--- config.mk ---
export PLATFORM = sky130hd
export DESIGN_NAME = demux_14_seq
export DESIGN_NICKNAME = d
export VERILOG_FILES = /design/src/rtl/demux_14_seq.sv
export SDC_FILE = /design/constraint.sdc
export NUM_CORES = 1
export LEC_CHECK = 0
export CAP_MARGIN = 20
export CORE_MARGIN = 2
export CORE_UTILIZATION = 48
export CTS_CLUSTER_SIZE = 25
export DETAILED_ROUTE_END_ITERATION = 12
export MAX_ROUTING_LAYER = met4
export PLACE_DENSITY = 0.75
export SLEW_MARGIN = 20
export SYNTH_ARGS = -nofsm -noshare
export SYNTH_HDL_FRONTEND = slang
export SYNTH_HIERARCHICAL = 1
export SYNTH_SLANG_ARGS = --single-unit
export TNS_END_PERCENT = 5
--- constraint.sdc ---
create_clock -name clk -period 1.9 [get_ports clk]
set_clock_uncertainty 0.1 [all_clocks]
set_input_delay 0.38 -clock clk [delete_from_list [all_inputs] [get_ports clk]]
set_output_delay 0.38 -clock clk [all_outputs]
set_load 0.05 [all_outputs]
--- src/rtl/demux_14_seq.sv ---
// -----------------------------------------------------------------------------
// demux_14_seq
//
// Registered 1-to-4 stream demultiplexer. One input word per cycle is steered
// by {s1,s2} into one of four channels (00->a, 01->b, 10->c, 11->d). Each
// channel owns a 2-entry FIFO, so a stalled consumer only blocks words that are
// bound for its own channel.
//
// Handshake (all ports): a transfer happens on a rising clk edge where valid
// and ready are both 1. valid never depends on ready. in_ready depends only on
// {s1,s2} and the selected FIFO fill level, never on in_valid or on any
// channel ready input.
//
// Ports:
//   clk                      rising-edge clock
//   rst_n                    asynchronous active-low reset
//   s1, s2                   channel select (MSB, LSB), sampled with din
//   din [WIDTH-1:0]          input word
//   in_valid                 din/s1/s2 valid
//   in_ready                 selected channel FIFO has room
//   a, b, c, d [WIDTH-1:0]   channel FIFO head
//   a_valid .. d_valid       channel FIFO non-empty
//   a_ready .. d_ready       consumer takes channel head
//   ovf_cnt [7:0]            stalled-input cycle count, saturates at 255
// -----------------------------------------------------------------------------

// Two-entry FIFO used once per channel. The caller only asserts push when
// not_full is 1, so there is no overflow guard here.
module demux_14_seq_fifo #(
    parameter int WIDTH = 8
) (
    input  logic             clk,
    input  logic             rst_n,
    input  logic             push,
    input  logic [WIDTH-1:0] din,
    input  logic             ready,
    output logic [WIDTH-1:0] dout,
    output logic             valid,
    output logic             not_full
);
    logic [WIDTH-1:0] mem_q [2];
    logic             wr_ptr_q;
    logic             rd_ptr_q;
    logic [1:0]       count_q;
    logic             pop;

    // A ready with nothing buffered is simply ignored.
    assign pop      = ready && (count_q != 2'd0);
    assign valid    = (count_q != 2'd0);
    assign not_full = (count_q != 2'd2);
    assign dout     = mem_q[rd_ptr_q];

    always_ff @(posedge clk or negedge rst_n) begin
        if (!rst_n) begin
            mem_q[0] <= '0;
            mem_q[1] <= '0;
            wr_ptr_q <= 1'b0;
            rd_ptr_q <= 1'b0;
            count_q  <= 2'd0;
        end else begin
            if (push) begin
                mem_q[wr_ptr_q] <= din;
                wr_ptr_q        <= ~wr_ptr_q;
            end
            if (pop) begin
                rd_ptr_q <= ~rd_ptr_q;
            end
            // Push and pop together leave the fill level unchanged.
            case ({push, pop})
                2'b10:   count_q <= count_q + 2'd1;
                2'b01:   count_q <= count_q - 2'd1;
                default: count_q <= count_q;
            endcase
        end
    end
endmodule

module demux_14_seq #(
    parameter int WIDTH = 8
) (
    input  logic             clk,
    input  logic             rst_n,
    input  logic             s1,
    input  logic             s2,
    input  logic [WIDTH-1:0] din,
    input  logic             in_valid,
    output logic             in_ready,
    output logic [WIDTH-1:0] a,
    output logic [WIDTH-1:0] b,
    output logic [WIDTH-1:0] c,
    output logic [WIDTH-1:0] d,
    output logic             a_valid,
    output logic             b_valid,
    output logic             c_valid,
    output logic             d_valid,
    input  logic             a_ready,
    input  logic             b_ready,
    input  logic             c_ready,
    input  logic             d_ready,
    output logic [7:0]       ovf_cnt
);
    logic [1:0] sel;
    logic [3:0] not_full;   // index 0..3 = channel a..d
    logic [3:0] push;
    logic       accept;
    logic       stall;
    logic [7:0] ovf_cnt_q;

    assign sel = {s1, s2};

    // Room in the selected channel only; no pass-through when it is full.
    always_comb begin
        in_ready = 1'b0;
        case (sel)
            2'b00:   in_ready = not_full[0];
            2'b01:   in_ready = not_full[1];
            2'b10:   in_ready = not_full[2];
            default: in_ready = not_full[3];
        endcase
    end

    assign accept = in_valid && in_ready;
    assign stall  = in_valid && !in_ready;

    // Only the selected FIFO sees a write.
    always_comb begin
        push = 4'b0000;
        if (accept) begin
            push[sel] = 1'b1;
        end
    end

    demux_14_seq_fifo #(.WIDTH(WIDTH)) u_fifo_a (
        .clk      (clk),
        .rst_n    (rst_n),
        .push     (push[0]),
        .din      (din),
        .ready    (a_ready),
        .dout     (a),
        .valid    (a_valid),
        .not_full (not_full[0])
    );

    demux_14_seq_fifo #(.WIDTH(WIDTH)) u_fifo_b (
        .clk      (clk),
        .rst_n    (rst_n),
        .push     (push[1]),
        .din      (din),
        .ready    (b_ready),
        .dout     (b),
        .valid    (b_valid),
        .not_full (not_full[1])
    );

    demux_14_seq_fifo #(.WIDTH(WIDTH)) u_fifo_c (
        .clk      (clk),
        .rst_n    (rst_n),
        .push     (push[2]),
        .din      (din),
        .ready    (c_ready),
        .dout     (c),
        .valid    (c_valid),
        .not_full (not_full[2])
    );

    demux_14_seq_fifo #(.WIDTH(WIDTH)) u_fifo_d (
        .clk      (clk),
        .rst_n    (rst_n),
        .push     (push[3]),
        .din      (din),
        .ready    (d_ready),
        .dout     (d),
        .valid    (d_valid),
        .not_full (not_full[3])
    );

    // Stalled-cycle counter, sticks at 255.
    always_ff @(posedge clk or negedge rst_n) begin
        if (!rst_n) begin
            ovf_cnt_q <= 8'd0;
        end else if (stall && (ovf_cnt_q != 8'hFF)) begin
            ovf_cnt_q <= ovf_cnt_q + 8'd1;
        end
    end

    assign ovf_cnt = ovf_cnt_q;
endmodule
==> results.md <==
* Status: finished, violations left
* Failing checks: setup timing
* Area Growth Syn to Fin at 30.45%
* Via count at 2395
* Placed Cells at 453
* 1st-iter DRT viols at 53
* Top_reg_cell synth: dfrtp_1
* Gate Count Post-Synth at 269
* Final Hold Fails at 0
* Via density at 5.042
* Family with the most delay on the worst path: multiplexers
* Max-slew violation count at 0
* Syn Nets at 291
* Worst Hold Class: reg2reg
* Multi-input combinational cell area at 1768 sq um
* CP arrival at 2.22 ns
* Area leader, netlist: dfrtp_1
* Sink Count at 88
* Clock transition at path regs at 0.09 ns
* Sequential share of the synthesized area at 55.64%
* Netlist Area Pre-Place at 3958 sq um
* Drt pass-1 iters at 4
* Unique cell type count in the Yosys netlist at 27
* Drt total wl at 7732 um
* Final worst setup slack at -0.1779 ns
* Max-cap violation count at 0
* CP Buf/Inv Count at 2
* Yosys warns at 6
* Final non-filler cell total at 475
* Setup TNS at -1.499 ns
* Post-synth EDFFs at 0
* WS Path Type: reg2reg
* Post-route ant nets at 0
* Largest net degree at the start of global routing at 42
* Total GRT Usage at 19.19%
* Synth area leaders: dfrtp_1 (56%), mux2_2 (28%), xor2_1 (3.1%)
* Antenna violations before repair at 0
* Port-buffer cells at 61
* I/O pin count at 62
* Root Driver: clkbuf_8
* Storage cell area at 2207 sq um
* GP Congestion at 0.7524
* Residual DRC at 0
* Post-synth top cells: mux2_2 (97), dfrtp_1 (88), xor2_1 (14)
* Area of the core region at 8093 sq um
* Worst-Skew Late Latency at 0.35 ns
* Antenna cells at 0
* Mean post-synth cell area at 14.71 sq um
* Top-count cell post-synth: mux2_2
* CTS Buffer Depth at 2
* Area share of the largest cell type after synthesis at 55.64%
* Detail Placement HPWL at 5423 um
* Fin nets at 387
* Fillcell total at 637
* Crit Path Max Fanout at 6
* Die width at 94.80 um
* R2R Setup Slk at -0.18 ns
* DP Worst Slack at -0.4581 ns
* Die Y at 94.80 um
* H-tree Lvls at 3
* Critical Path Sink Type: flop
* Remaining Overflow, GRT at 0
* Critical-path top delay cell: mux4_2
* Unrepaired setup endpoints after global routing: true
* First-pass GRT wire length at 12560 um
* Tcrit/Tclk final at 109.4%
* #FFs+latches synth at 88
* Worst Tran Pin Value at 0.5595 ns
* CP startpoint kind: flop
* Max_slew headroom at 62.70%
* Vias in the first global route at 2506
* Tmin final at 2.078 ns
* Wire length per cell at 16.28 um
* Layout cell share with drive strength beyond 1 at 59.19%
* TritonCTS buffer count at 9
* DIE AREA at 8987 sq um
* Rows at 33
* Starting Density at 48.90%
* CP required at 2.04 ns
* Crit path largest cell delay at 0.51 ns
* CTS tree: yes
* Final setup vio count at 18
* Crit path cell chain: nand2b_4 > mux4_2 > buf_6 > a211oi_4 > buf_4 > nand3_1 > xnor2_1
* Highest clock rate at 481.3 MHz
* Post-synthesis async set-or-reset flop share at 100.0%
-- sequential cells by signal, indices dropped and copies added (netlist names), 2 cells and up --
register / flops
u_fifo_d/count_q: 2
u_fifo_c/count_q: 2
u_fifo_a/mem_q: 16
u_fifo_c/mem_q: 16
u_fifo_a/count_q: 2
u_fifo_b/mem_q: 16
u_fifo_d/mem_q: 16
u_fifo_b/count_q: 2
ovf_cnt: 8
-- final timing paths --
| path | start | to | cells past startpoint |
|---|---|---|---|
| max | u_fifo_d/count_q[0] | ovf_cnt[7] | 7 |
| min | u_fifo_a/mem_q[14] | u_fifo_a/mem_q[14] | 1 |
| max reg2reg | u_fifo_d/count_q[0] | ovf_cnt[7] | 7 |
| min reg2reg | u_fifo_a/mem_q[14] | u_fifo_a/mem_q[14] | 1 |
| max in group asynchronous | rst_n | u_fifo_a/rd_ptr_q | 3 |
| min in group asynchronous | rst_n | u_fifo_b/mem_q[8] | 2 |
-- logic make-up after synthesis --
group	Yosys count	share of synthesized area [%]
AND/OR/NAND/NOR	41	7.113
multiplexers	99	28.42
buffers and inverters	9	0.9799
AO/OA/AOI/OAI	1	0.5059
flip-flops	88	55.64
adder cells (fa/ha/maj)	5	1.581
XOR/XNOR	26	5.754
-- stage by stage --
step	util (%)	cell area [sq um]	hold WS (ns)
after floorplan	-	3958	-0.01559
after global placement	58.91	4767	0.3051
after detailed placement	58.91	4767	0.3075
after CTS	63.19	5114	0.4089
after global routing	63.79	5162	0.4264
final	63.79	5162	0.4054
-- cell type report --
class	count	area share [%]
sequential	88	42.75
multi-input combinational	172	34.25
timing repair buffer	89	16.17
tap	105	2.545
clock buffer	9	2.399
clock inverter	7	1.527
inverter	5	0.3635
-- worst reg2reg max path: stages, from the launching register on --
cell and delay, ns:
dfrtp_1 0.38, nand2b_4 0.15, mux4_2 0.51, buf_6 0.15, a211oi_4 0.29, buf_4 0.18
nand3_1 0.08, xnor2_1 0.13
-- metal layers --
layer	part of all wire, %	routed length [um]	track usage, %
met1	48	3688	26.08
met2	48	3722	29.20
met3	2.8	219	3.751
met4	1.3	102	6.159
met5	0	0	-
-- what timing repair did --
item | in CTS | in global routing
endpoints found under the hold margin | 38 | 0
hold buffers | 1 | 0
endpoints found under the setup margin | 39 | 58
gates resized for setup | 34 | 6
setup buffers | 1 | 4
pin swaps | 7 | 4
-- layout by cell type (no fill, tap or decap), types with 2 or more instances in the layout --
master and instances:
inv_6 2, buf_6 24, mux2_4 3, mux2_2 94, xnor2_1 12, and3_1 2, buf_4 46, clkbuf_8 9
inv_2 4, nand2b_4 4, dfrtp_2 4, clkdlybuf4s50_1 14, nor2_4 4, clkinv_4 3, ha_1 5, nand3_1 2
and2_4 4, and4_1 2, nand2_1 2, nor2_1 4, nand2_2 6, buf_12 3, dfrtp_1 84, or2_1 3
xor2_1 14
Power is left out: the tool's default activity adds up to more than one toggle a clock period on the data nets, which glitch-free logic cannot reach.
